==> src/rtl/vga_multi_threshold_counter.sv <==
// Frame counter with zero detect and run-time programmable thresholds whose
// updates take effect only on a frame boundary; cascades via frame_wrap.
module vga_multi_threshold_counter #(
  parameter int COUNTER_SIZE   = 11,
  parameter int WHOLE_FRAME    = 1328,
  parameter int NUM_THRESHOLDS = 4,
  parameter logic [NUM_THRESHOLDS*COUNTER_SIZE-1:0] DEFAULT_THRESHOLDS =
    {11'd1200, 11'd1100, 11'd1040, 11'd800}
) (
  input  logic                                   control_clock,
  input  logic                                   control_reset_n,
  input  logic                                   count_enable,
  input  logic                                   sync_clear,
  input  logic                                   one_shot,
  input  logic                                   load_thresholds,
  input  logic [NUM_THRESHOLDS*COUNTER_SIZE-1:0] threshold_bus,
  output logic [COUNTER_SIZE-1:0]                count_value,
  output logic                                   zero_detected,
  output logic [NUM_THRESHOLDS-1:0]              threshold_detected,
  output logic [NUM_THRESHOLDS-1:0]              past_threshold,
  output logic                                   frame_wrap,
  output logic                                   done,
  output logic                                   update_pending
);

  localparam int TW = NUM_THRESHOLDS * COUNTER_SIZE;
  localparam logic [COUNTER_SIZE-1:0] LAST = COUNTER_SIZE'(WHOLE_FRAME - 1);

  typedef enum logic {S_RUN = 1'b0, S_DONE = 1'b1} state_t;

  function automatic logic [NUM_THRESHOLDS-1:0] match_eq(
    input logic [COUNTER_SIZE-1:0] c, input logic [TW-1:0] thr);
    logic [NUM_THRESHOLDS-1:0] r;
    r = '0;
    for (int k = 0; k < NUM_THRESHOLDS; k++) r[k] = (c == thr[k*COUNTER_SIZE +: COUNTER_SIZE]);
    return r;
  endfunction

  // Count never exceeds LAST, so thresholds >= WHOLE_FRAME never compare true.
  function automatic logic [NUM_THRESHOLDS-1:0] match_ge(
    input logic [COUNTER_SIZE-1:0] c, input logic [TW-1:0] thr);
    logic [NUM_THRESHOLDS-1:0] r;
    r = '0;
    for (int k = 0; k < NUM_THRESHOLDS; k++) r[k] = (c >= thr[k*COUNTER_SIZE +: COUNTER_SIZE]);
    return r;
  endfunction

  localparam logic [NUM_THRESHOLDS-1:0] RST_EQ = match_eq({COUNTER_SIZE{1'b0}}, DEFAULT_THRESHOLDS);
  localparam logic [NUM_THRESHOLDS-1:0] RST_GE = match_ge({COUNTER_SIZE{1'b0}}, DEFAULT_THRESHOLDS);

  state_t                    state_q, state_d;
  logic [COUNTER_SIZE-1:0]   count_q, count_d;
  logic [TW-1:0]             active_q, active_d;
  logic [TW-1:0]             shadow_q, shadow_d;
  logic                      pending_q, pending_d;
  logic                      zero_q, zero_d;
  logic                      wrap_q, wrap_d;
  logic [NUM_THRESHOLDS-1:0] eq_q, eq_d;
  logic [NUM_THRESHOLDS-1:0] ge_q, ge_d;
  logic                      boundary;

  always_comb begin
    state_d   = state_q;
    count_d   = count_q;
    wrap_d    = 1'b0;
    boundary  = 1'b0;
    shadow_d  = shadow_q;
    active_d  = active_q;
    pending_d = pending_q;

    if (sync_clear) begin
      count_d  = '0;
      state_d  = S_RUN;
      boundary = 1'b1;
    end else if (count_enable && (state_q == S_RUN)) begin
      if (count_q != LAST) begin
        count_d = count_q + 1'b1;
      end else if (!one_shot) begin
        count_d  = '0;
        wrap_d   = 1'b1;
        boundary = 1'b1;
      end else begin
        state_d = S_DONE;
      end
    end

    if (load_thresholds) begin
      shadow_d  = threshold_bus;
      pending_d = 1'b1;
    end
    // Reading shadow_d lets a load on the boundary edge go straight to active.
    if (boundary) begin
      active_d  = shadow_d;
      pending_d = 1'b0;
    end

    zero_d = (count_d == '0);
    eq_d   = match_eq(count_d, active_d);
    ge_d   = match_ge(count_d, active_d);
  end

  always_ff @(posedge control_clock or negedge control_reset_n) begin
    if (!control_reset_n) begin
      state_q   <= S_RUN;
      count_q   <= '0;
      active_q  <= DEFAULT_THRESHOLDS;
      shadow_q  <= DEFAULT_THRESHOLDS;
      pending_q <= 1'b0;
      zero_q    <= 1'b1;
      wrap_q    <= 1'b0;
      eq_q      <= RST_EQ;
      ge_q      <= RST_GE;
    end else begin
      state_q   <= state_d;
      count_q   <= count_d;
      active_q  <= active_d;
      shadow_q  <= shadow_d;
      pending_q <= pending_d;
      zero_q    <= zero_d;
      wrap_q    <= wrap_d;
      eq_q      <= eq_d;
      ge_q      <= ge_d;
    end
  end

  assign count_value        = count_q;
  assign zero_detected      = zero_q;
  assign threshold_detected = eq_q;
  assign past_threshold     = ge_q;
  assign frame_wrap         = wrap_q;
  assign done               = (state_q == S_DONE);
  assign update_pending     = pending_q;

endmodule

==> config.mk <==
export PLATFORM = sky130hd
export DESIGN_NAME = vga_multi_threshold_counter
export DESIGN_NICKNAME = d
export VERILOG_FILES = /design/src/rtl/vga_multi_threshold_counter.sv
export SDC_FILE = /design/constraint.sdc
export NUM_CORES = 1
export LEC_CHECK = 0
export BUFFER_PORTS_ARGS = -buffer_cell sky130_fd_sc_hd__buf_2
export CORE_MARGIN = 3
export CORE_UTILIZATION = 45
export CTS_CLUSTER_SIZE = 28
export DETAILED_ROUTE_END_ITERATION = 6
export PLACE_DENSITY = 0.65
export SLEW_MARGIN = 20
export SYNTH_ARGS = -nofsm -noshare
export SYNTH_HDL_FRONTEND = slang
export SYNTH_SLANG_ARGS = --single-unit
==> constraint.sdc <==
create_clock -name control_clock -period 9.1 [get_ports control_clock]
set_input_delay 1.365 -clock control_clock [delete_from_list [all_inputs] [get_ports control_clock]]
set_output_delay 1.365 -clock control_clock [all_outputs]
set_load 0.01 [all_outputs]
==> results of run 1 <==
==> state kept, by name, summed over array words and instances, names as in the netlist <==
signal / flops
done: 1
update_pending: 1
count_value: 11
frame_wrap: 1
active_q: 44
threshold_detected: 4
shadow_q: 44
zero_detected: 1
past_threshold: 4
==> cells in the mapped netlist, drive strengths merged, types with 3 or more instances <==
cell type	number
a21o	4
a21oi	20
a311oi	3
a31oi	5
and4	4
buf	17
dfrtp	84
dfstp	27
ha	42
inv	77
mux2	16
mux2i	37
nand2	48
nand2b	6
nand3	8
nand4	8
nor2	25
nor2b	8
nor3	7
nor3b	3
nor4	4
o21a	3
o21ai	44
or2	3
xnor2	5
==> metrics by stage <==
stage	instance area (um^2)	utilization (%)	cells	total power, uW	worst slack (ns)
final	6436	52.92	782	1104	4.139
after global routing	6436	52.92	782	1166	3.907
after detailed placement	6146	50.54	766	722.1	3.783
after global placement	6146	50.54	766	713.6	3.893
after CTS	6436	52.92	782	1119	4.164
after floorplan	5660	-	541	669.9	4.722
==> cells in the final DEF (no fill, tap or decap), drive strengths merged, types with 4 or more instances in the layout <==
cell type / instances
nand2: 48
dfrtp: 84
clkinv: 4
nor2: 25
ha: 42
nor2b: 8
mux2i: 37
dfstp: 27
nor4: 4
mux2: 16
buf: 76
clkbuf: 10
a31oi: 5
nand3: 8
and4: 4
inv: 77
nor3: 7
a21oi: 20
xnor2: 5
o21ai: 44
a21o: 4
nand4: 8
nand2b: 6
==> final timing paths <==
path / start / endpoint / slack, ns
max reg2reg: count_value[7] / past_threshold[1] / 4.58
min: shadow_q[4] / shadow_q[4] / 0.48
max in group asynchronous: control_reset_n / active_q[31] / 6.87
max: count_enable / past_threshold[1] / 4.14
min in group asynchronous: control_reset_n / count_value[6] / 0.99
min reg2reg: shadow_q[4] / shadow_q[4] / 0.48
==> metal layers <==
metal	vias up	routed length (um)	track usage (%)
met1	1953	5799	25.20
met4	0	225	6.227
met5	-	0	0
met2	95	5685	28.40
li1	1975	-	-
met3	22	577	4.689
==> power by group <==
group	total (uW)	switching, uW	internal, uW	leakage [uW]
clock	393	180	213	0.000142
combinational	152	90.2	61.5	0.00187
sequential	560	12.5	547	0.00130
total	1100	283	822	0.00331
==> layout make-up <==
class / instances / area, um^2 / area share (%)
multi-input combinational: 334 / 2442 / 37.95
clock buffer: 10 / 229.0 / 3.558
timing repair buffer: 76 / 392.9 / 6.104
clock inverter: 6 / 61.31 / 0.9526
tap: 168 / 210.2 / 3.266
sequential: 111 / 2811 / 43.68
inverter: 77 / 289.0 / 4.491
==> kinds of logic after synthesis <==
group	synth area share, %
compound gates	9.549
xor+xnor	1.083
fa+ha+maj	9.284
buf+inv	7.184
flops	49.67
mux	9.726
simple gates	13.51
==> tightest hold or removal path: stages, from the launching register on <==
cell     delay [ns]
dfrtp_1        0.33
mux2i_1        0.07
inv_1          0.05
==> results.md, run 1 <==
Worst setup path:
- STA classifies the critical path endpoint as a flip-flop.
- The category of the worst setup path launch point is an input port.
- The biggest fanout along the worst timing path is 68.
- The number of buffers and inverters on the critical path is 2.
- The critical path's largest stage delay is 0.60 ns.
- The worst register-to-register path has a depth of 12.
- Walking the worst path, the cells encountered are buf_2 -> or3b_2 -> nor4_4 -> or2_2 -> buf_4 -> o21ai_0 -> ha_1 -> nor2b_1 -> o21a_1 -> o21a_1 -> o21bai_1 -> a21oi_1 -> or4b_2.
- The cell type of the slowest stage on the worst timing path is or4b_2.
- The cell repeated most along the worst path is o21a_1.
- For the worst setup path, the data required time is 9.32 ns.
- The critical path runs through a total of 13 cells.
- Data on the critical path arrives at its endpoint at 5.18 ns.
- The path type of the worst setup path is input port to flip-flop.
- The cell family contributing the most delay on the critical path is simple AND/OR/NAND/NOR gates.

Cells and area:
- The number of nets at the end of the flow is 701.
- The number of fill cells is 1078.
- Of the cells placed in the final design, the portion with a size suffix greater than 1 is 23.62%.
- The repair_antennas step left the layout with diodes totalling 0.
- Relative to the synthesized area, the layout overhead comes to 13.70%.

Logic synthesis:
- The sequential element share of the synthesized area is 49.67%.
- In this run, synthesis inferred 0 flip-flops with an integrated enable.
- The proportion of register bits with asynchronous set or reset after synthesis is 100.0%.
- The number of synthesized register bits is 111.
- The post-synthesis cell area is 5660 um^2.
- The largest area contributor in the netlist is dfrtp_1.
- Among all flip-flop cells after synthesis, the most frequent one is dfrtp_1.
- After synthesis, the mean cell area works out to 10.46 um^2.
- The number of warnings issued by yosys is 0.
- By area the synthesized netlist is led by dfrtp_1, dfstp_2, ha_1.
- After synthesis, the largest area contributor takes up 37.14% of total cell area.
- The netlist uses 56 different library cells.
- Synthesis produced a netlist whose cell count is 541.
- The post-synth net total is 633.

Power and ir drop:
- The maximum VDD drop is 0.1172 mV.
- In this run the static leakage power is 0.003311 uW.
- The power density over cell area is 171.6 nW/um^2.

CTS:
- The cell at the root of the clock tree is clkbuf_16.
- The post-CTS setup repair buffer count is 0.
- The number of CTS-inserted buffers is 9.
- The clock sink count is 111.
- For the worst-skew pair, the clock arrives at the later sink with an insertion delay of 0.35 ns.
- The number of hold buffers added after CTS is 0.
- The number of resized instances in the post-cts repair step is 0.
- The largest buffer count on any clock path is 2.
- The H-tree level count is 3.
- Clock-pin slew was measured on the worst setup and hold paths at 0.07 ns.
- The TritonCTS clock tree is yes.

Timing:
- The transition time at the pin with the least slew margin is 0.9100 ns.
- The max-slew violation count is 0.
- Setup violations remaining at the end of the flow were counted as 0.
- For this run, the top clock speed supported by timing is 0.2016 GHz.
- For the final routed database, the setup TNS stands at 0 ns.
- Of the available clock period, the critical path in the final layout requires 54.52%.
- The final hold violation count is 0.
- The worst pin sits at a relative slew slack of 38.92%.
- The final critical delay including setup and external delays is 4.961 ns.
- Setup repair after global routing left no endpoint under its margin.
- The clock arrives with 0.005498 ns of skew.
- The tightest hold path in the finished design has a slack of 0.4828 ns.

Routing:
- For this run, design rule violations remaining after detail routing come to 0.
- The detail route stage leaves a number of antenna-violating nets equal to 0.
- In the final routed layout, each cell accounts on average for 15.71 um.
- For this run, the detailed router's first-pass iteration total came to 4.
- The via-per-instance ratio is 5.173.
- The routed via count is 4045.
- After the first detailed-routing iteration, the DRC count stood at 216.
- For this block, the routed nets add up to 12.29 mm of wire.

Status:
- The flow ran to the end, and the final reports show no timing, DRC or antenna violations.

Min path:
- Counting instances, the worst hold path has a depth of 2.
- The path class of the tightest hold or removal check is flip-flop to flip-flop.

GRT:
- The via count of the first global-routing pass is 4167.
- The overflow left after global routing is 0.
- The number of antenna violations at the first check in global routing was 0.
- The overall routing resource usage is 18.34%.
- Entering global routing, the biggest net connects 69 pins.
- The first global-routing pass estimated 20.56 mm of wire.

Floorplan:
- For this configuration, the core starts out at a cell density of 46.54%.
- Pin placement for this block handled 73 I/O pins.
- The height of the die is 118.2 um.
- The floorplan die area is 13960 um^2.
- Measured along the x axis, the die boundary spans 118.2 um.
- After floorplanning, the core was divided into 40 placement rows.
- The floorplan step defined a core boundary enclosing 12160 um^2.

Job:
- Max-cap violations in this run came to 0.

Place:
- The number of I/O port buffers is 72.
- After legalization and detailed placement, the total HPWL measured 8.836 mm.
- The final RePlAce weighted congestion is 0.8573.
(Power assumes the default switching activity.)
==> run 2, diff against run 1 <==
--- a/config.mk
+++ b/config.mk
@@ -5,12 +5,13 @@
 export SDC_FILE = /design/constraint.sdc
 export NUM_CORES = 1
 export LEC_CHECK = 0
+export ABC_AREA = 1
 export BUFFER_PORTS_ARGS = -buffer_cell sky130_fd_sc_hd__buf_2
 export CORE_MARGIN = 3
 export CORE_UTILIZATION = 45
 export CTS_CLUSTER_SIZE = 28
 export DETAILED_ROUTE_END_ITERATION = 6
-export PLACE_DENSITY = 0.65
+export PLACE_DENSITY = 0.64
 export SLEW_MARGIN = 20
 export SYNTH_ARGS = -nofsm -noshare
 export SYNTH_HDL_FRONTEND = slang
==> constraint.sdc (replaced) <==
create_clock -name control_clock -period 4.6 [get_ports control_clock]
set_input_delay 0.69 -clock control_clock [delete_from_list [all_inputs] [get_ports control_clock]]
set_output_delay 0.69 -clock control_clock [all_outputs]
set_load 0.01 [all_outputs]
==> results.md, run 2 <==
Worst setup path:
- The worst endpoint required time is 4.85 ns.
- The critical path is of the flip-flop to flip-flop type.
- The setup slack on the worst flop-to-flop path is 1.10 ns.
- The biggest fanout along the worst timing path is 51.
- The critical path data arrival time is 3.75 ns.
- The kind of end point of the critical path is a flip-flop.
- The category of the worst setup path launch point is a flip-flop.

Logic synthesis:
- The number of synthesized register bits is 111.
- The post-synth net total is 759.
- The sequential element share of the synthesized area is 48.39%.
- The count of flip-flops with a built-in enable after synthesis is 0.
- The largest area contributor in the netlist is dfrtp_1.
- Ranked by total cell area, the synthesized netlist is headed by dfrtp_1, nand2_1, dfstp_2.
- The most repeated cell in the gate-level netlist after synthesis is nand2_1.
- The netlist uses 33 different library cells.
- For this run, the leading register cell type out of synthesis is dfrtp_1.
- After synthesis the cells add up to 5811 um^2.
- The count of mapped cells out of synthesis is 667.
- For this run, asynchronously set or reset flops after synthesis account for 100.0%.
- Ranked by instance count, the synthesized netlist is headed by nand2_1, dfrtp_1, inv_1.
- The Yosys step of the flow raised 0 warnings.
- The average size of a mapped cell is 8.712 um^2.
- The top-area cell type share of the netlist area is 36.18%.

GRT:
- The number of antenna violations at the first check in global routing was 0.
- Global routing used 19.47% of the available tracks.
- Entering global routing, the biggest net connects 82 pins.
- The via count of the first global-routing pass came to 4452.
- The overflow left after global routing is 0.
- The first global-routing pass estimated 21.96 mm of wire.

Place:
- The final RePlAce weighted congestion is 0.8360.
- Buffers placed on the I/O ports in this run total 72.
- The post-DP HPWL is 9.451 mm.

CTS:
- The H-tree level count is 3.
- The number of resized instances in the post-cts repair step is 0.
- The clock-pin slew on the worst setup and hold paths is 0.07 ns.
- For the worst-skew pair, the clock arrives at the later sink with an insertion delay of 0.35 ns.
- No sink is reached through more buffers than the 2 on the longest clock path.
- TritonCTS built the clock tree.
- The tree built by TritonCTS fans out to 111 sinks.
- The cell at the root of the clock tree is clkbuf_16.
- Buffers inserted to repair hold after CTS numbered 0.
- Counting the buffers created by CTS gives 9.
- The post-CTS setup repair buffer count is 0.

Power and ir drop:
- The total power of the final layout is 2193 uW.
- The leakage power total is 0.003549 uW.
- The power density over cell area is 333.3 nW/um^2.
- IR analysis of the VDD net gives a maximum drop of 0.1868 mV.

Cells and area:
- The repair_antennas step left the layout with diodes totalling 0.
- Leaving out fill and tap cells, the most frequent cell in the layout is nand2_1.
- The area added between synthesis and finish is 13.22%.
- The number of nets at the end of the flow is 826.
- The layout cell share with drive strength beyond 1 is 29.63%.
- In the layout the commonest cells are nand2_1, dfrtp_1, buf_2, inv_1.
- Counting the fill cells in the layout gives 1164.

Routing:
- The via-per-instance ratio is 4.878.
- The total iterations of the first detailed-routing run is 5.
- The post-route antenna net violation count is 0.
- The average wire per standard cell is 14.42 um.
- The routed via count is 4424.
- The initial detailed-routing violation count is 310.
- After detailed routing, the number of remaining DRC violations is 0.
- Summed over all layers, the routed wires come to 13.08 mm.

Timing:
- The transition time at the pin with the least slew margin is 0.7375 ns.
- The final critical delay including setup and external delays is 3.500 ns.
- Setup repair after global routing left no endpoint under its margin.
- The clock arrives with 0.008439 ns of skew.
- The headroom to the max-slew limit is 50.76%.
- The max-slew violation count was 0.
- In the finished design, the share of the clock period the worst path needs comes to 76.08%.
- The highest clock rate is 0.2857 GHz.
- Summed over all failing endpoints, the final setup total negative slack is 0 ns.
- Setup violations remaining at the end of the flow were counted as 0.
- The final hold violation count is 0.

Floorplan:
- The die covers 14310 um^2.
- The area of the core is 12310 um^2.
- The floorplan step set the die width to 119.6 um.
- The count of standard-cell rows is 40.
- During I/O placement, the number of pins put on the boundary was 73.
- The initial utilization of the core area, before any placement, comes to 47.20%.
- The height of the die is 119.6 um.

Min path:
- The type of the most critical hold path is input port to async pin.

Job:
- The max capacitance violation total is 0.

Status:
- The run finished with clean final reports.
## run 2: cell types whose count changed after synthesis, moves of 17 or more
cell,delta
nand2_1,+153
or2_2,+40
mux2i_1,-37
o21ai_2,+30
nand3_1,+24
o21ai_0,-17
## run 2: path summary, 6_finish.rpt
check	start	end	cells after the start
worst min register to register	shadow_q[0]	shadow_q[0]	2
worst max register to register	count_value[1]	past_threshold[0]	18
max in group asynchronous	control_reset_n	shadow_q[5]	2
worst max-delay path	count_value[1]	past_threshold[0]	18
min in group control_clock	shadow_q[0]	shadow_q[0]	2
worst min-delay path	control_reset_n	shadow_q[26]	1
## run 2: area by class of cell
cell class                      count  area [um^2]  share of cell area (%)
Sequential cell                   111         2811                   42.73
Multi-Input combinational cell    454         2591                   39.39
Timing Repair Buffer               75        389.1                   5.915
Inverter                           83        311.5                   4.736
Clock buffer                       15        257.7                   3.918
Tap cell                          168        210.2                   3.195
Clock inverter                      1        7.507                  0.1141
## run 2: power breakdown
part | switching, uW | internal [uW]
sequential | 26.5 | 1080
combinational | 233 | 137
clock | 334 | 384
## run 2: layer usage
metal | track usage, % | part of all wire, % | vias up
li1 | - | - | 2261
met1 | 25.63 | 46 | 2044
met2 | 31.85 | 47 | 101
met3 | 4.241 | 4.8 | 18
met4 | 6.872 | 1.8 | 0
met5 | 0 | 0 | -
## run 2: through the flow
stage	area, um^2	instances	utilization [%]	setup slack [ns]	hold WS, ns
global route	6579	907	53.44	0.7814	0.4318
finish	6579	907	53.44	1.100	0.3676
detailed placement	6310	891	51.25	0.7920	0.4606
floorplan	5811	667	-	1.988	0.3944
global placement	6310	891	51.25	0.8704	0.4533
CTS	6575	907	53.40	1.081	0.4775
## run 2: kinds of logic after synthesis
kind of cell               Yosys count  share of synthesized area [%]
and+or+nand+nor                    329                          25.88
DFF                                111                          48.39
AOI/OAI and AO/OA                   82                          9.517
adders and majority gates           42                          9.044
xor gates and xnor gates             1                         0.1508
buffers and inverters              102                          7.020
## run 2: worst max-delay path, cell delays in order (launching register included)
cell and delay (ns):
dfrtp_1 0.46, ha_1 0.22, nand2_2 0.08, inv_2 0.07, nand2_2 0.07, nor2_4 0.16
nand4_4 0.15, nand2_4 0.41, inv_2 0.37, buf_4 0.31, o21ai_2 0.14, ha_1 0.26
a21o_1 0.18, a21oi_1 0.11, o21a_1 0.13, o21a_1 0.11, nand2_1 0.05, inv_1 0.05
nand2_1 0.04
==> run 3, diff against run 2 <==
==> constraint.sdc (replaced) <==
create_clock -name control_clock -period 3.5 [get_ports control_clock]
set_input_delay 0.525 -clock control_clock [delete_from_list [all_inputs] [get_ports control_clock]]
set_output_delay 0.525 -clock control_clock [all_outputs]
set_load 0.01 [all_outputs]
==> results.md, run 3 (same netlist as run 2, synthesis figures left out) <==
Place:
- The number of I/O port buffers is 72.
- The post-DP HPWL is 9.582 mm.
- The congestion estimate from routability-driven global placement came to 0.8555.

Routing:
- Summing over every cut layer, the via total after detailed routing is 4447.
- The total iterations of the first detailed-routing run is 5.
- After detailed routing, the number of remaining DRC violations is 0.
- The average wire per standard cell is 14.35 um.
- Wires add up to 13.10 mm.
- The initial detailed-routing violation count is 215.
- The via-per-instance ratio is 4.871.
- The count of nets left with antenna violations once routing finished came out at 0.

CTS:
- The tree is rooted in a clkbuf_16.
- The clock sink count is 111.
- The TritonCTS clock tree is yes.
- The clock-pin slew on the worst setup and hold paths is 0.07 ns.
- The clock latency of the later-clocked register in the worst-skew pair is 0.36 ns.
- After clock tree synthesis, the setup repair step added 0 buffers.
- The number of hold buffers added after CTS is 0.
- Post-CTS repair changed the size of 0 cells.
- In this run the number of H-tree levels came out at 3.
- The number of clock buffers added by TritonCTS is 9.
- The largest buffer count on any clock path is 2.

Timing:
- The transition time at the pin with the least slew margin is 0.6876 ns.
- The number of failing setup endpoints in the final timing report is 0.
- The smallest clock period supported by the final layout is computed as 2.999 ns.
- The headroom to the max-slew limit is 54.16%.
- The max-slew violation count was 0.
- The final clock skew is 0.009239 ns.
- In the final timing run, aggregate negative setup slack is 0 ns.
- Hold timing on the final database bottoms out at a slack of 0.2073 ns.
- The worst path uses 85.67% of the clock period.
- Setup repair after global routing left no endpoint under its margin.
- Timing would allow up to 0.3335 GHz.
- The final hold violation count came to 0.

GRT:
- Summed over all layers, the global routing overflow is 0.
- Entering global routing, the biggest net connects 60 pins.
- The via count of the first global-routing pass is 4620.
- The number of antenna violations at the first check in global routing is 0.
- The first-pass GRT wire length is 22.31 mm.
- Global routing used 19.75% of the available tracks.

Power and ir drop:
- The power density over cell area is 447.7 nW/um^2.
- The maximum VDD drop is 0.3053 mV.
- The analysis attributes to cell leakage a power of 0.003604 uW.

Worst setup path:
- The critical path data arrival time is 3.23 ns.
- The kind of end point of the critical path is a flip-flop.
- The critical path is of the flip-flop to flip-flop type.
- The category of the worst setup path launch point is a flip-flop.
- STA puts the critical path data required time at 3.74 ns.
- The biggest fanout along the worst timing path is 13.

Cells and area:
- In the layout the commonest cells are nand2_1, dfrtp_1, buf_2, inv_1.
- The layout cell share with drive strength beyond 1 is 30.87%.
- From synthesis to final layout, the design area changed by 14.71%.
- The number of nets at the end of the flow is 832.
- The commonest non-fill, non-tap cell in the layout is nand2_1.
- 0 antenna diodes ended up in the layout.

Floorplan:
- The die covers 14310 um^2.
- The chip width is 119.6 um.
- Measured along the y axis, the die boundary spans 119.6 um.
- The starting density of the core is 47.20%.
- Pin placement for this block handled 73 I/O pins.
- The count of standard-cell rows is 40.
- The area of the core is 12310 um^2.

Min path:
- The path class of the tightest hold or removal check is input port to async pin.

Job:
- The max capacitance violation total is 0.

Status:
- The run finished with clean final reports.
run 3: worst paths after layout:
check | from | endpoint | slack, ns | depth (start not counted)
setup reg to reg | count_value[1] | past_threshold[1] | 0.50 | 19
hold reg to reg | shadow_q[22] | shadow_q[22] | 0.47 | 2
max in group asynchronous | control_reset_n | active_q[43] | 2.50 | 2
setup / recovery | count_value[1] | past_threshold[1] | 0.50 | 19
hold / removal | control_reset_n | shadow_q[35] | 0.21 | 1
min in group control_clock | threshold_bus[14] | shadow_q[14] | 0.40 | 3
run 3: layout make-up:
type                       instances  area, um^2
fill                            1171        5647
sequential                       111        2811
multi-input combinational        454        2591
timing repair buffer              81       442.9
inverter                          83       311.5
clock buffer                       9       225.2
tap                              168       210.2
clock inverter                     7       72.57
run 3: power breakdown:
part	total (uW)	internal [uW]	switching [uW]
Sequential	1450	1420	34.9
Combinational	493	186	307
Clock	1040	558	482
Total	2980	2160	824
run 3: routing by layer:
metal | up-vias | global-route usage [%] | part of all wire (%) | routed length (um)
li1 | 2282 | - | - | -
met1 | 2077 | 25.76 | 46 | 6091
met2 | 75 | 32.98 | 48 | 6279
met3 | 13 | 4.194 | 4.1 | 543
met4 | 0 | 6.299 | 1.4 | 189
met5 | - | 0 | 0 | 0
run 3: through the flow:
stage	total power, uW	util [%]	instances	area [um^2]	setup slack [ns]
final	2984	54.14	913	6665	0.5015
after global routing	3160	54.14	913	6665	0.1792
after CTS	3029	54.14	913	6665	0.5016
after detailed placement	1973	51.72	897	6367	0.4283
after global placement	1953	51.72	897	6367	0.4904
after floorplan	1806	-	667	5811	0.8883
run 3: worst max-delay path, cell delays in order (launching register included):
cell and delay [ns]:
dfrtp_1 0.44, ha_1 0.21, nand2_2 0.08, inv_2 0.07, nand2_2 0.07, nor2_4 0.17
nand4_4 0.15, nand2_4 0.11, inv_2 0.14, buf_4 0.22, o21ai_0 0.29, ha_1 0.33
nand2_1 0.09, inv_1 0.04, nand2_1 0.05, nand2_1 0.05, nand2_1 0.06, a21oi_1 0.05
o21ai_0 0.15, nand3b_1 0.10
